`config.mk`:
```
export PLATFORM = sky130hd
export DESIGN_NAME = gmii_tx_sched
export DESIGN_NICKNAME = d
export VERILOG_FILES = /design/src/rtl/pcs_pkg.sv /design/src/rtl/gmii_tx_sched_link_qualifier.sv /design/src/rtl/gmii_tx_sched.sv
export SDC_FILE = /design/constraint.sdc
export NUM_CORES = 1
export LEC_CHECK = 0
export ABC_AREA = 0
export BUFFER_PORTS_ARGS = -buffer_cell sky130_fd_sc_hd__buf_2
export CAP_MARGIN = 25
export CORE_MARGIN = 4
export CORE_UTILIZATION = 53
export CTS_CLUSTER_SIZE = 12
export DETAILED_ROUTE_END_ITERATION = 8
export PLACE_DENSITY_LB_ADDON = 0.25
export SKIP_LAST_GASP = 1
export SYNTH_ARGS = -nofsm -noshare
export SYNTH_HDL_FRONTEND = slang
export SYNTH_SLANG_ARGS = --single-unit
```
`constraint.sdc`:
```
create_clock -name GTX_CLK -period 2.1 [get_ports GTX_CLK]
set_input_delay 0.315 -clock GTX_CLK [delete_from_list [all_inputs] [get_ports GTX_CLK]]
set_output_delay 0.315 -clock GTX_CLK [all_outputs]
set_load 0.01 [all_outputs]
```
`src/rtl/pcs_pkg.sv`:
```
// Shared PCS definitions for the GMII transmit scheduler: FSM state encoding,
// preamble/SFD constants and a saturating counter helper.
package pcs_pkg;

  typedef enum logic [2:0] {
    LINK_DOWN = 3'd0,
    IDLE      = 3'd1,
    PREAMBLE  = 3'd2,
    DATA      = 3'd3,
    IPG       = 3'd4,
    DRAIN     = 3'd5
  } tx_state_t;

  localparam logic [7:0] PREAMBLE_BYTE = 8'h55;
  localparam logic [7:0] SFD_BYTE      = 8'hD5;
  localparam int         PREAMBLE_LEN  = 7;

  // Increment that sticks at all-ones instead of wrapping.
  function automatic logic [15:0] sat_inc16(input logic [15:0] v);
    return (v == 16'hFFFF) ? v : v + 16'd1;
  endfunction

endpackage

```
`src/rtl/gmii_tx_sched_link_qualifier.sv`:
```
// Link qualifier: link_up is asserted once code_sync_status has been high for
// SYNC_HOLD consecutive cycles; a single low cycle restarts the count.
module link_qualifier #(
  parameter int SYNC_HOLD = 16
) (
  input  logic clk,
  input  logic rst_n,
  input  logic code_sync_status,
  output logic link_up
);

  localparam logic [7:0] HOLD = 8'(SYNC_HOLD);

  logic [7:0] sync_cnt;

  // Consecutive-sync counter, saturating at SYNC_HOLD, cleared by any loss of sync.
  always_ff @(posedge clk or negedge rst_n) begin
    if (!rst_n) begin
      sync_cnt <= '0;
    end else if (!code_sync_status) begin
      sync_cnt <= '0;
    end else if (sync_cnt != HOLD) begin
      sync_cnt <= sync_cnt + 8'd1;
    end
  end

  assign link_up = (sync_cnt == HOLD);

endmodule

```
`src/rtl/gmii_tx_sched.sv`:
```
// GMII transmit scheduler: qualifies the link, round-robins two byte-stream
// requesters onto TXD/TX_EN/TX_ER, prepends preamble+SFD, enforces the IPG and
// aborts/drains frames on link loss.
// Optional frame statistics outputs are enabled by defining GMII_TX_SCHED_STATS_EN.
//
// Requester handshake: a byte moves when REQn_valid & REQn_ready are both high
// on a rising edge of GTX_CLK; ready depends only on state and grant, never on
// valid, and is only high for the granted requester in DATA or DRAIN.
module gmii_tx_sched
  import pcs_pkg::*;
#(
  parameter int IPG_CYCLES = 12,
  parameter int SYNC_HOLD  = 16
) (
  input  logic       GTX_CLK,
  input  logic       mr_main_reset,
  input  logic       code_sync_status,
  input  logic       transmitting,
  input  logic       REQ0_valid,
  input  logic [7:0] REQ0_data,
  input  logic       REQ0_last,
  output logic       REQ0_ready,
  input  logic       REQ1_valid,
  input  logic [7:0] REQ1_data,
  input  logic       REQ1_last,
  output logic       REQ1_ready,
  output logic [7:0] TXD,
  output logic       TX_EN,
  output logic       TX_ER,
  output logic       link_up,
  output logic       grant,
  output tx_state_t  state
`ifdef GMII_TX_SCHED_STATS_EN
  ,
  output logic [15:0] frames_sent,
  output logic [15:0] frames_errored
`endif
);

  localparam logic [7:0] IPG_LAST = 8'(IPG_CYCLES - 1);
  localparam logic [2:0] PRE_LAST = 3'(PREAMBLE_LEN);

  logic [2:0] pre_cnt;
  logic [7:0] ipg_cnt;
  logic       cur_valid;
  logic       cur_last;
  logic [7:0] cur_data;
  logic       xfer_state;
  logic       grant_fire;
  logic       next_grant;

  link_qualifier #(.SYNC_HOLD(SYNC_HOLD)) u_link_qualifier (
    .clk              (GTX_CLK),
    .rst_n            (mr_main_reset),
    .code_sync_status (code_sync_status),
    .link_up          (link_up)
  );

  // Mux of the currently granted requester.
  assign cur_valid  = grant ? REQ1_valid : REQ0_valid;
  assign cur_last   = grant ? REQ1_last  : REQ0_last;
  assign cur_data   = grant ? REQ1_data  : REQ0_data;

  assign xfer_state = (state == DATA) || (state == DRAIN);
  assign REQ0_ready = xfer_state && !grant;
  assign REQ1_ready = xfer_state && grant;

  // A new frame starts from IDLE only on a healthy, quiet link.
  assign grant_fire = link_up && !transmitting && (REQ0_valid || REQ1_valid);
  // Contention flips the grant; a lone requester simply takes it.
  assign next_grant = (REQ0_valid && REQ1_valid) ? ~grant : REQ1_valid;

  // Main sequencer with registered GMII outputs.
  always_ff @(posedge GTX_CLK or negedge mr_main_reset) begin
    if (!mr_main_reset) begin
      state   <= LINK_DOWN;
      grant   <= 1'b1;
      TXD     <= 8'h00;
      TX_EN   <= 1'b0;
      TX_ER   <= 1'b0;
      pre_cnt <= '0;
      ipg_cnt <= '0;
    end else begin
      TXD   <= 8'h00;
      TX_EN <= 1'b0;
      TX_ER <= 1'b0;
      case (state)
        LINK_DOWN: begin
          if (link_up) state <= IDLE;
        end
        IDLE: begin
          if (!link_up) begin
            state <= LINK_DOWN;
          end else if (grant_fire) begin
            grant   <= next_grant;
            state   <= PREAMBLE;
            TXD     <= PREAMBLE_BYTE;
            TX_EN   <= 1'b1;
            pre_cnt <= 3'd1;
          end
        end
        PREAMBLE: begin
          TX_EN <= 1'b1;
          if (!link_up) begin
            TX_ER <= 1'b1;
            state <= DRAIN;
          end else if (pre_cnt == PRE_LAST) begin
            TXD   <= SFD_BYTE;
            state <= DATA;
          end else begin
            TXD     <= PREAMBLE_BYTE;
            pre_cnt <= pre_cnt + 3'd1;
          end
        end
        DATA: begin
          TX_EN <= 1'b1;
          if (!link_up) begin
            // Abort symbol; a last taken in this same cycle means nothing is left to drain.
            TX_ER <= 1'b1;
            state <= (cur_valid && cur_last) ? LINK_DOWN : DRAIN;
          end else if (cur_valid) begin
            TXD <= cur_data;
            if (cur_last) begin
              state   <= IPG;
              ipg_cnt <= '0;
            end
          end else begin
            // Underrun: flag the gap as an error symbol and keep the frame going.
            TX_ER <= 1'b1;
          end
        end
        IPG: begin
          // The first IPG cycle still shows the final byte, so IPG_CYCLES idle
          // symbols have gone out once the count reaches IPG_CYCLES-1.
          if (!link_up) begin
            state <= LINK_DOWN;
          end else if (ipg_cnt >= IPG_LAST) begin
            if (!transmitting) state <= IDLE;
          end else begin
            ipg_cnt <= ipg_cnt + 8'd1;
          end
        end
        DRAIN: begin
          if (cur_valid && cur_last) begin
            if (link_up) begin
              state   <= IPG;
              ipg_cnt <= '0;
            end else begin
              state <= LINK_DOWN;
            end
          end
        end
        default: state <= LINK_DOWN;
      endcase
    end
  end

`ifdef GMII_TX_SCHED_STATS_EN
  logic frame_err;
  logic err_event;

  assign err_event = ((state == PREAMBLE) && !link_up) ||
                     ((state == DATA) && (!link_up || !cur_valid));

  // Frame statistics: good completions and frames hit by underrun or abort (once each).
  always_ff @(posedge GTX_CLK or negedge mr_main_reset) begin
    if (!mr_main_reset) begin
      frames_sent    <= '0;
      frames_errored <= '0;
      frame_err      <= 1'b0;
    end else begin
      if ((state == IDLE) && grant_fire) frame_err <= 1'b0;
      if ((state == DATA) && link_up && cur_valid && cur_last)
        frames_sent <= sat_inc16(frames_sent);
      if (err_event && !frame_err) begin
        frames_errored <= sat_inc16(frames_errored);
        frame_err      <= 1'b1;
      end
    end
  end
`endif

endmodule

```
Yosys cells after proc, flatten, opt, wreduce, memory -nomap -nowiden
Cells that the tools add are included.
{ "totals": {"regBits": 33, "input_bits": 24, "out_inout_bits": 17, "word_cells": 106} }
{ "classes": {"add_sub_neg": 3, "n_lt_le_gt_ge": 1, "n_eq_ne": 27, "muxes": 48, "bitwise_logic": 1, "n_reduce_logical": 18} }
{ "ops": {"columns": ["op", "count"], "rows": [
  ["8-bit two-way mux", 14],
  ["3-bit two-way mux", 18],
  ["8-bit case mux with 3 select lines", 2],
  ["2-bit != test, second input constant", 11],
  ["3-bit != test, second input constant", 6],
  ["3-bit case mux with 6 select lines", 1],
  ["8-bit by 1-bit adder with 8-bit output, second input constant", 2],
  ["8-bit AND reduction", 2],
  ["7-bit two-way mux", 2],
  ["3-bit equality test, second input constant", 3],
  ["8-bit by 5-bit equality test with 1-bit output, second input constant", 1],
  ["8-bit by 4-bit >= comparator with 1-bit output, second input constant", 1],
  ["1-bit two-way mux", 8],
  ["8-bit by 5-bit != test with 1-bit output, second input constant", 1],
  ["3-bit by 2-bit equality test with 1-bit output, second input constant", 2],
  ["1-bit logical AND", 6],
  ["3-bit case mux with 2 select lines", 1],
  ["5-bit AND reduction", 1],
  ["2-bit by 1-bit != test with 1-bit output, second input constant", 2],
  ["1-bit case mux with 2 select lines", 2],
  ["3-bit by 1-bit adder with 3-bit output, second input constant", 1],
  ["3-bit by 1-bit equality test with 1-bit output, second input constant", 1],
  ["3-bit zero test", 1],
  ["3-bit AND reduction", 1],
  ["6 further kinds", 8]
]} }

Logic depth before layout (Yosys ltp)
Gate-level depths: netlist (run 1).
{ "depth": {"ltp_word": 6, "depth_mapped": 8, "depth_no_buf": 7} }

By module
Synthesis (run 1) repeated with hierarchy kept, for this count alone.
{ "hier_totals": {"cells_unflattened": 182, "hier_area_um2": 1794.2} }
{ "modules_own_cells": {"columns": ["module", "n_inst", "cells_per_inst", "area_per_inst_um2", "seq_area_each_um2"], "rows": [
  ["gmii_tx_sched", 1, 136, 1356.3, 626.9],
  ["link_qualifier", 1, 46, 437.9, 200.2]
]} }

Worst setup path before layout (run 1)
No wires, ideal clock.
{ "synth_timing": {"path_kind": "register to output", "from": "register grant", "to": "output REQ1_ready", "arrival_ns": 1.373, "required_time_ns": 1.785, "setup_slack_ns": 0.412, "stages_incl_launch_ff": 4, "cell_sequence": "dfstp_2 > buf_2 > buf_1 > and3_1"} }
{ "synth_between": {"elab_chain_len": 1} }
{ "synth_lines": {"columns": ["element", "line_no", "rtl"], "rows": [
  ["start: declaration", "gmii_tx_sched.sv:31", "output logic grant,"],
  ["start signal: assignment", "gmii_tx_sched.sv:95", "grant <= next_grant;"],
  ["1-bit logical AND", "gmii_tx_sched.sv:66", "assign REQ1_ready = xfer_state && grant;"],
  ["end: declaration", "gmii_tx_sched.sv:26", "output logic REQ1_ready,"]
]} }
No other way between the ends.

Worst setup path after layout (run 1)
{ "layout_timing": {"from": "register u_link_qualifier.sync_cnt[0]", "to": "output link_up"} }
{ "layout_between": {"elab_chain_len": 1} }
{ "layout_lines": {"columns": ["element", "line_no", "rtl"], "rows": [
  ["start: declaration", "gmii_tx_sched_link_qualifier.sv:14", "logic [7:0] sync_cnt;"],
  ["start signal: assignment", "gmii_tx_sched_link_qualifier.sv:23", "sync_cnt <= sync_cnt + 8'd1;"],
  ["8-bit by 5-bit equality test with 1-bit output", "gmii_tx_sched_link_qualifier.sv:27", "assign link_up = (sync_cnt == HOLD);"],
  ["end: declaration", "gmii_tx_sched.sv:30", "output logic link_up,"]
]} }
No other way between the ends.

==> results_dict.tcl, run 1 <==
set metrics [dict create \
    die_h_um 66.55 \
    layout.nets 244 \
    fmax_mhz 517.1 \
    gr-total-overflow 0 \
    antenna_found_initial 0 \
    cts_sinks 33 \
    final_common_cell "buf_2" \
    synthesis.instances 173 \
    io_buffers 40 \
    fin_area_um2 2097 \
    synth_edf_count 0 \
    via_per_inst 5.792 \
    rsz0062_at_grt "false" \
    fin_skew_ns 0.01397 \
    power_mw 1.115 \
    drc 0 \
    cts_root_buffer "clkbuf_4" \
    drt_iter0_drc 97 \
    grt_max_degree 34 \
    status "finished, final reports clean" \
    power.internal_mw 0.8463 \
    syn_nets 202 \
    async_reset_ff_share_pct 100.0 \
    synthTopCellsByArea "dfrtp_1 (44%), mux2i_1 (4.4%), ha_1 (3.4%), xnor2_1 (2.9%), and2_1 (2.4%)" \
    core_area_um2 3153 \
    std_cell_rows 20 \
    p_sw_mw 0.2682 \
    power.density_nw_per_um2 531.5 \
    initial_utilization_pct 57.62 \
    comb_power_share_pct 8.9 \
    setup_tns_ns 0 \
    clk_pin_slew_ns 0.10 \
    tightest_slew_ns 0.7051 \
    dp_hpwl_um 3172 \
    layout_common_cells "buf_2 (40), dfrtp_1 (32), nor2_1 (11)" \
    io_pins 41 \
    synth_area_per_cell_um2 10.50 \
    cts_buffer_depth 2 \
    grt_pass1_wl_um 7038 \
    reg2reg_depth 4 \
    synthFlopType "dfrtp_1" \
    synth_top_area_share_pct 44.08 \
    ys_ff_latch 33 \
    cts_hold_buf 0 \
    pwr-share-clk_pct 31.8 \
    yosysSeqAreaShare_pct 45.52 \
    netlist_area_um2 1817 \
    maxSlewViolCount 0 \
    hold_viol 0 \
    numCtsBuffers 5 \
    slew_headroom_pct 52.99 \
    arrival_ns 1.62 \
    endpoint_kind "output port" \
    grt_pass1_vias 1452 \
    cts_max_level 2 \
    setup_viol 0 \
    vias 1500 \
    synth_cell_types 56 \
    die-width_um 66.55 \
    required_ns 1.78 \
    ir_drop_mv 0.3906 \
    wl_per_cell_um 16.02 \
    yosysWarningCount 0 \
    drv_cap 0 \
    dieArea_um2 4428 \
    p_sw_share_pct 24.06 \
    gp_congestion 0.9605 \
    syn_to_final_growth_pct 15.43 \
    holdWs_ns 0.02225 \
    layout_setup_ws_ns 0.1660 \
    drive_above_1_share_pct 28.37 \
    p_seq_share_pct 59.3 \
    yosys.area.top_type "dfrtp_1" \
    wl_um 4150 \
    crit_type "reg -> out" \
    cts_tree "done" \
    period_minus_slack_ns 1.934 \
    hold_class "in -> async" \
    pre_cts_ws_ns 0.2532 \
    post-route-period-util_pct 92.10 \
    drt_first_pass_iters 4 \
    place_area_um2 2042 \
    n_antenna_cell 0 \
    critPathLaunchType "flip-flop" \
    ant_nets 0 \
    clkLatencyLatePin_ns 0.34 \
    track_usage_pct 21.69 \
    leakage_nw 1.068 \
    critPathMaxFanout 8 \
]
-- per-stage QoR --
stage	util, %	cells
2_1_floorplan	-	173
3_3_place_gp	64.76	252
3_5_place_dp	64.76	252
4_1_cts	66.51	259
5_1_grt	66.51	259
6_report	66.51	259
-- path summary, 6_finish.rpt --
kind,to,start,slack [ns]
min in group GTX_CLK,TXD[3],REQ0_data[3],0.24
setup / recovery,link_up,u_link_qualifier.sync_cnt[0],0.17
hold reg to reg,ipg_cnt[3],ipg_cnt[3],0.49
max in group asynchronous,ipg_cnt[0],mr_main_reset,1.62
hold / removal,pre_cnt[0],mr_main_reset,0.02
setup reg to reg,ipg_cnt[1],grant,0.24
-- power by group through the flow --
stage | clock network, mW | registers (mW) | logic, mW
2_1_floorplan | 0 | 0.664 | 0.0570
3_3_place_gp | 0 | 0.672 | 0.0930
3_5_place_dp | 0 | 0.673 | 0.0990
4_1_cts | 0.365 | 0.660 | 0.0998
5_1_grt | 0.405 | 0.664 | 0.111
6_report | 0.354 | 0.661 | 0.0991
-- synthesized netlist by cell type, types with 3 or more instances --
master and n:
nor2_1 11, buf_2 3, and2_1 7, nor3_1 3
xnor2_1 6, inv_1 4, nor2b_1 7, mux2i_1 8
and3_1 4, nand2b_1 6, a21oi_1 5, nand3_1 7
a21boi_0 3, nand2_1 9, ha_1 5, o21ai_0 6
a22o_1 3, dfrtp_1 32
-- cell families (layout without fill, tap and decap cells) --
family	Yosys count	count (layout)	synth area share [%]
adder cells (fa/ha/maj)	5	5	3.444
multiplexers	9	9	5.028
buffers and inverters	13	55	4.131
AO/OA/AOI/OAI	37	37	15.91
flip-flops	33	33	45.52
AND/OR/NAND/NOR	68	68	22.11
XOR/XNOR	8	8	3.857
-- layer usage --
| metal | vias up | wire length [um] | GRT usage [%] |
|---|---|---|---|
| li1 | 705 | - | - |
| met1 | 738 | 1757 | 27.72 |
| met2 | 50 | 2046 | 34.65 |
| met3 | 7 | 256 | 4.722 |
| met4 | 0 | 89 | 10.41 |
| met5 | - | 0 | 0 |
-- layout make-up --
class | instances | area [um2]
clock buffer | 7 | 55.05
fill | 276 | 1056
inverter | 4 | 15.01
multi-input combinational | 127 | 914.6
sequential | 33 | 827.0
tap | 44 | 55.05
timing repair buffer | 44 | 230.2
-- what timing repair did --
item / CTS / global route
hold endpoints to repair: 0 / 0
buffers inserted: 0 / 0
endpoints found under the setup margin: 0 / 1
resized for setup: 0 / 1
-- worst max-delay path, stage by stage (launching register included) --
cell     delay [ns]
dfrtp_1        0.42
inv_1          0.08
ha_1           0.15
nor4b_4        0.25
nand2_2        0.09
inv_2          0.14
buf_2          0.16
-- sequential cells by signal, indices dropped and copies added (netlist names) --
name and flops:
TXD 8, ipg_cnt 8, TX_ER 1, u_link_qualifier.sync_cnt 8
TX_EN 1, grant 1, pre_cnt 3, state 3
Power figures use the tool's default switching activity.
==> run 2: changes to the inputs <==
--- a/config.mk
+++ b/config.mk
@@ -9,10 +9,11 @@
 export BUFFER_PORTS_ARGS = -buffer_cell sky130_fd_sc_hd__buf_2
 export CAP_MARGIN = 25
 export CORE_MARGIN = 4
-export CORE_UTILIZATION = 53
+export CORE_UTILIZATION = 50
 export CTS_CLUSTER_SIZE = 12
 export DETAILED_ROUTE_END_ITERATION = 8
 export PLACE_DENSITY_LB_ADDON = 0.25
+export RECOVER_POWER = 50
 export SKIP_LAST_GASP = 1
 export SYNTH_ARGS = -nofsm -noshare
 export SYNTH_HDL_FRONTEND = slang
==> results_dict.tcl, run 2 (synthesis results as in run 1) <==
set metrics [dict create \
    status "finished, violations left" \
    violations "capacitance limit, slew limit" \
    layout_setup_ws_ns 0.08585 \
    layout_common_cells "dfrtp_1 (32), buf_2 (32), nor2_1 (11)" \
    grt_pass1_vias 1447 \
    tightest_slew_ns 1.717 \
    syn_to_final_growth_pct 18.11 \
    fin_area_um2 2146 \
    clk_pin_slew_ns 0.11 \
    fillers 284 \
    via_per_inst 5.600 \
    drv_cap 1 \
    comb_power_share_pct 8.0 \
    critPathLaunchType "flip-flop" \
    dp.cells 254 \
    core_area_um2 3416 \
    antenna_found_initial 0 \
    arrival_ns 1.70 \
    gp_congestion 0.8541 \
    track_usage_pct 20.26 \
    power.internal_mw 0.9758 \
    setup_tns_ns 0 \
    cts_hold_buf 0 \
    cts_sinks 33 \
    p_seq_share_pct 51.3 \
    largestRegisters "TXD x8, ipg_cnt x8, u_link_qualifier.sync_cnt x8" \
    layoutNonFillerInstCount 265 \
    slew_headroom_pct -14.43 \
    clkLatencyLatePin_ns 0.34 \
    wl_per_cell_um 15.41 \
    cts_tree "done" \
    pwr-share-clk_pct 40.7 \
    cts_root_buffer "clkbuf_4" \
    ant_nets 0 \
    drt_first_pass_iters 4 \
    initial_utilization_pct 53.19 \
    path_cells "inv_1, ha_1, nor4b_4, nand2_2, inv_2, buf_4, buf_2" \
    dp_hpwl_um 3021 \
    vias 1484 \
    maxSlewViolCount 34 \
    crit_type "reg -> out" \
    drive_above_1_share_pct 26.48 \
    setup_viol 0 \
    power_mw 1.286 \
    place_area_um2 2044 \
    max_stage_delay_ns 0.43 \
    io_buffers 40 \
    grt_pass1_wl_um 6872 \
    required_ns 1.78 \
    cts_max_level 2 \
    drt_iter0_drc 115 \
    critPathMaxFanout 6 \
    period_minus_slack_ns 2.014 \
    wl_um 4083 \
    power.density_nw_per_um2 599.3 \
    slowest_stage "dfrtp_1" \
    rsz0062_at_grt "false" \
    post-route-period-util_pct 95.91 \
    std_cell_rows 21 \
    die_h_um 68.28 \
    hold_viol 0 \
    hold_class "in -> reg" \
    die-width_um 68.28 \
    layout.nets 247 \
    pre_cts_ws_ns 0.1832 \
    drc 0 \
    gr-total-overflow 0 \
    ir_drop_mv 0.4741 \
    dieArea_um2 4662 \
    p_sw_share_pct 24.12 \
    cts_buffer_depth 2 \
    fmax_mhz 496.5 \
    fin_skew_ns 0.01140 \
    endpoint_kind "output port" \
    p_sw_mw 0.3102 \
    n_antenna_cell 0 \
    grt_max_degree 34 \
    leakage_nw 1.061 \
    numCtsBuffers 5 \
    io_pins 41 \
]
run 2: changes by cell type in the layout (fill, tap and decap cells not counted):
cell        change
buf_2           -8
clkinvlp_4      +1
buf_4           +3
bufinv_16       +1
and2_0          +1
and2_1          -1
clkbuf_1        +7
run 2: critical path, delay by kind of cell (launching register included):
| family | cells | cell delay (ns) |
|---|---|---|
| AND/OR/NAND/NOR | 2 | 0.33 |
| flip-flops | 1 | 0.43 |
| adder cells (fa/ha/maj) | 1 | 0.14 |
| buffers and inverters | 4 | 0.47 |
run 2: routing by layer:
metal | GRT usage, % | part of all wire, % | vias to the layer above
met5 | 0 | 0 | -
met4 | 7.692 | 1.5 | 0
met3 | 4.433 | 5.8 | 8
met2 | 30.93 | 48 | 48
met1 | 27.98 | 45 | 709
li1 | - | - | 719
run 2: area by class of cell:
| cell class | count | area [um2] | area share (%) |
|---|---|---|---|
| timing repair buffer | 47 | 242.7 | 11.31 |
| tap | 46 | 57.56 | 2.682 |
| clock buffer | 6 | 51.30 | 2.391 |
| inverter | 4 | 15.01 | 0.6997 |
| clock inverter | 2 | 37.54 | 1.749 |
| multi-input combinational | 127 | 914.6 | 42.62 |
| sequential | 33 | 827.0 | 38.54 |
run 2: timing repair:
item,CTS,global route
buffers inserted,2,1
setup endpoints to repair,1,1
resized for setup,1,0
gates cloned,0,0
run 2: worst paths after layout:
kind / slack [ns] / end / cells after the start / from
max: 0.09 / link_up / 7 / u_link_qualifier.sync_cnt[1]
min: 0.23 / TXD[5] / 3 / REQ1_data[5]
max reg2reg: 0.27 / state[2] / 8 / u_link_qualifier.sync_cnt[1]
min reg2reg: 0.51 / pre_cnt[0] / 1 / pre_cnt[0]
max in group asynchronous: 0.70 / TXD[3] / 1 / mr_main_reset
min in group asynchronous: 0.40 / ipg_cnt[6] / 1 / mr_main_reset
run 2: through the flow:
stage                     hold WS, ns  util (%)
final                          0.2259     62.82
after global routing           0.2216     62.82
after detailed placement       0.4270     59.85
after CTS                     0.03827     62.89
after global placement         0.4042     59.85
after floorplan               0.01941         -
run 2: power by group through the flow:
stage	clock network, mW	logic, mW	registers, mW
floorplan	0	0.0570	0.664
global placement	0	0.0951	0.672
detailed placement	0	0.0980	0.673
CTS	0.527	0.102	0.661
global route	0.557	0.117	0.663
finish	0.523	0.103	0.660
==> run 3: changes to the inputs <==
--- a/config.mk
+++ b/config.mk
@@ -12,8 +12,10 @@
 export CORE_UTILIZATION = 50
 export CTS_CLUSTER_SIZE = 12
 export DETAILED_ROUTE_END_ITERATION = 8
+export MAX_ROUTING_LAYER = met4
 export PLACE_DENSITY_LB_ADDON = 0.25
 export RECOVER_POWER = 50
+export SETUP_SLACK_MARGIN = 0.02
 export SKIP_LAST_GASP = 1
 export SYNTH_ARGS = -nofsm -noshare
 export SYNTH_HDL_FRONTEND = slang
==> results_dict.tcl, run 3 (synthesis results as in run 1) <==
set metrics [dict create \
    power.density_nw_per_um2 585.8 \
    max_stage_delay_ns 0.42 \
    slew_headroom_pct -17.12 \
    holdWs_ns 0.2112 \
    die_h_um 68.28 \
    critPathMostFrequentCell "buf_4" \
    violations "capacitance limit, slew limit" \
    critPathLaunchType "flip-flop" \
    status "finished, violations left" \
    cts_root_buffer "clkbuf_4" \
    std_cell_rows 21 \
    crit_type "reg -> reg" \
    gp_congestion 0.8652 \
    fin_area_um2 2167 \
    cts_max_level 2 \
    fmax_mhz 499.7 \
    power_mw 1.269 \
    largestRegisters "TXD x8, ipg_cnt x8, u_link_qualifier.sync_cnt x8" \
    path_cells "inv_1, ha_1, nor4b_4, nand2_2, buf_4, buf_4, buf_4, o32a_1, o22ai_2" \
    drive_above_1_share_pct 27.03 \
    dp_hpwl_um 3136 \
    critPathMaxFanout 6 \
    cts_buffer_depth 2 \
    vias 1589 \
    gr-total-overflow 0 \
    setup_tns_ns 0 \
    required_ns 2.37 \
    pre_cts_ws_ns 0.1767 \
    drv_cap 1 \
    period_minus_slack_ns 2.001 \
    track_usage_pct 21.62 \
    layout_common_cells "dfrtp_1 (32), buf_2 (32), nor2_1 (11)" \
    numCtsBuffers 5 \
    fin_skew_ns 0.005982 \
    drc 0 \
    core_area_um2 3416 \
    min_from "REQ0_data[1]" \
    maxSlewViolCount 34 \
    setup_viol 0 \
    wl_um 4251 \
    arrival_ns 2.27 \
    hold_viol 0 \
    slowest_stage "dfrtp_1" \
    drt_first_pass_iters 4 \
    dieArea_um2 4662 \
    grt_pass1_wl_um 7224 \
    worstReg2RegStart "u_link_qualifier.sync_cnt[0]" \
    grt_max_degree 34 \
    post-route-period-util_pct 95.30 \
    via_per_inst 5.929 \
    die-width_um 68.28 \
    rsz0062_at_grt "true" \
    cts_hold_buf 0 \
    clk_pin_slew_ns 0.10 \
    layout_setup_ws_ns 0.09872 \
    endpoint_kind "flip-flop" \
    place_area_um2 2044 \
    clkLatencyLatePin_ns 0.34 \
    hold_class "in -> reg" \
    cts_tree "done" \
    critPathLaunch "u_link_qualifier.sync_cnt[0]" \
    layout.nets 250 \
    n_antenna_cell 0 \
    leakage_nw 1.077 \
    syn_to_final_growth_pct 19.28 \
    wl_per_cell_um 15.86 \
    drt_iter0_drc 100 \
    grt_pass1_vias 1561 \
    io_pins 41 \
    tightest_slew_ns 1.757 \
    fillers 295 \
    ant_nets 0 \
    antenna_found_initial 0 \
    cts_sinks 33 \
    ir_drop_mv 0.3477 \
    holdPathStages 3 \
    io_buffers 40 \
    reg2reg_depth 9 \
    initial_utilization_pct 53.19 \
]
-- run 3: worst paths after layout --
check,end,slack [ns]
min,TXD[1],0.21
max reg2reg,state[2],0.1
max in group asynchronous,ipg_cnt[1],0.66
max,state[2],0.1
min in group asynchronous,u_link_qualifier.sync_cnt[4],0.43
min reg2reg,ipg_cnt[6],0.51
-- run 3: metrics by stage --
stage	util (%)	std cells
floorplan	-	173
global placement	59.85	254
detailed placement	59.85	254
CTS	62.78	264
global route	63.44	268
finish	63.44	268
-- run 3: what timing repair did --
action	in CTS	in global routing
endpoints found under the setup margin	1	1
hold endpoints to repair	0	0
buffers inserted	2	4
resized for setup	1	1
-- run 3: critical path, delay by kind of cell (launching register included) --
kind | cells | cell delay (ns)
buffers and inverters | 4 | 0.53
AO/OA/AOI/OAI | 2 | 0.50
flip-flops | 1 | 0.42
AND/OR/NAND/NOR | 2 | 0.35
adder cells (fa/ha/maj) | 1 | 0.15
-- run 3: final cells by class --
class / instances / area (um2) / share of cell area, %
Inverter: 4 / 17.52 / 0.8083
Multi-Input combinational cell: 127 / 914.6 / 42.21
Clock buffer: 7 / 55.05 / 2.540
Sequential cell: 33 / 827.0 / 38.16
Tap cell: 46 / 57.56 / 2.656
Clock inverter: 1 / 30.03 / 1.386
Timing Repair Buffer: 50 / 265.3 / 12.24
-- run 3: layer usage --
layer,part of all wire (%),global-route usage (%),vias to the layer above
met5,0,-,-
met4,2.9,9.677,0
met3,8.3,5.419,18
met2,48,33.45,97
met1,41,26.67,756
li1,-,-,718
-- run 3: where the power goes --
part / internal [mW] / leakage [nW] / total (mW) / switching [mW]
sequential: 0.644 / 0.453 / 0.661 / 0.0174
clock: 0.284 / 0.0455 / 0.503 / 0.219
combinational: 0.0496 / 0.579 / 0.105 / 0.0557
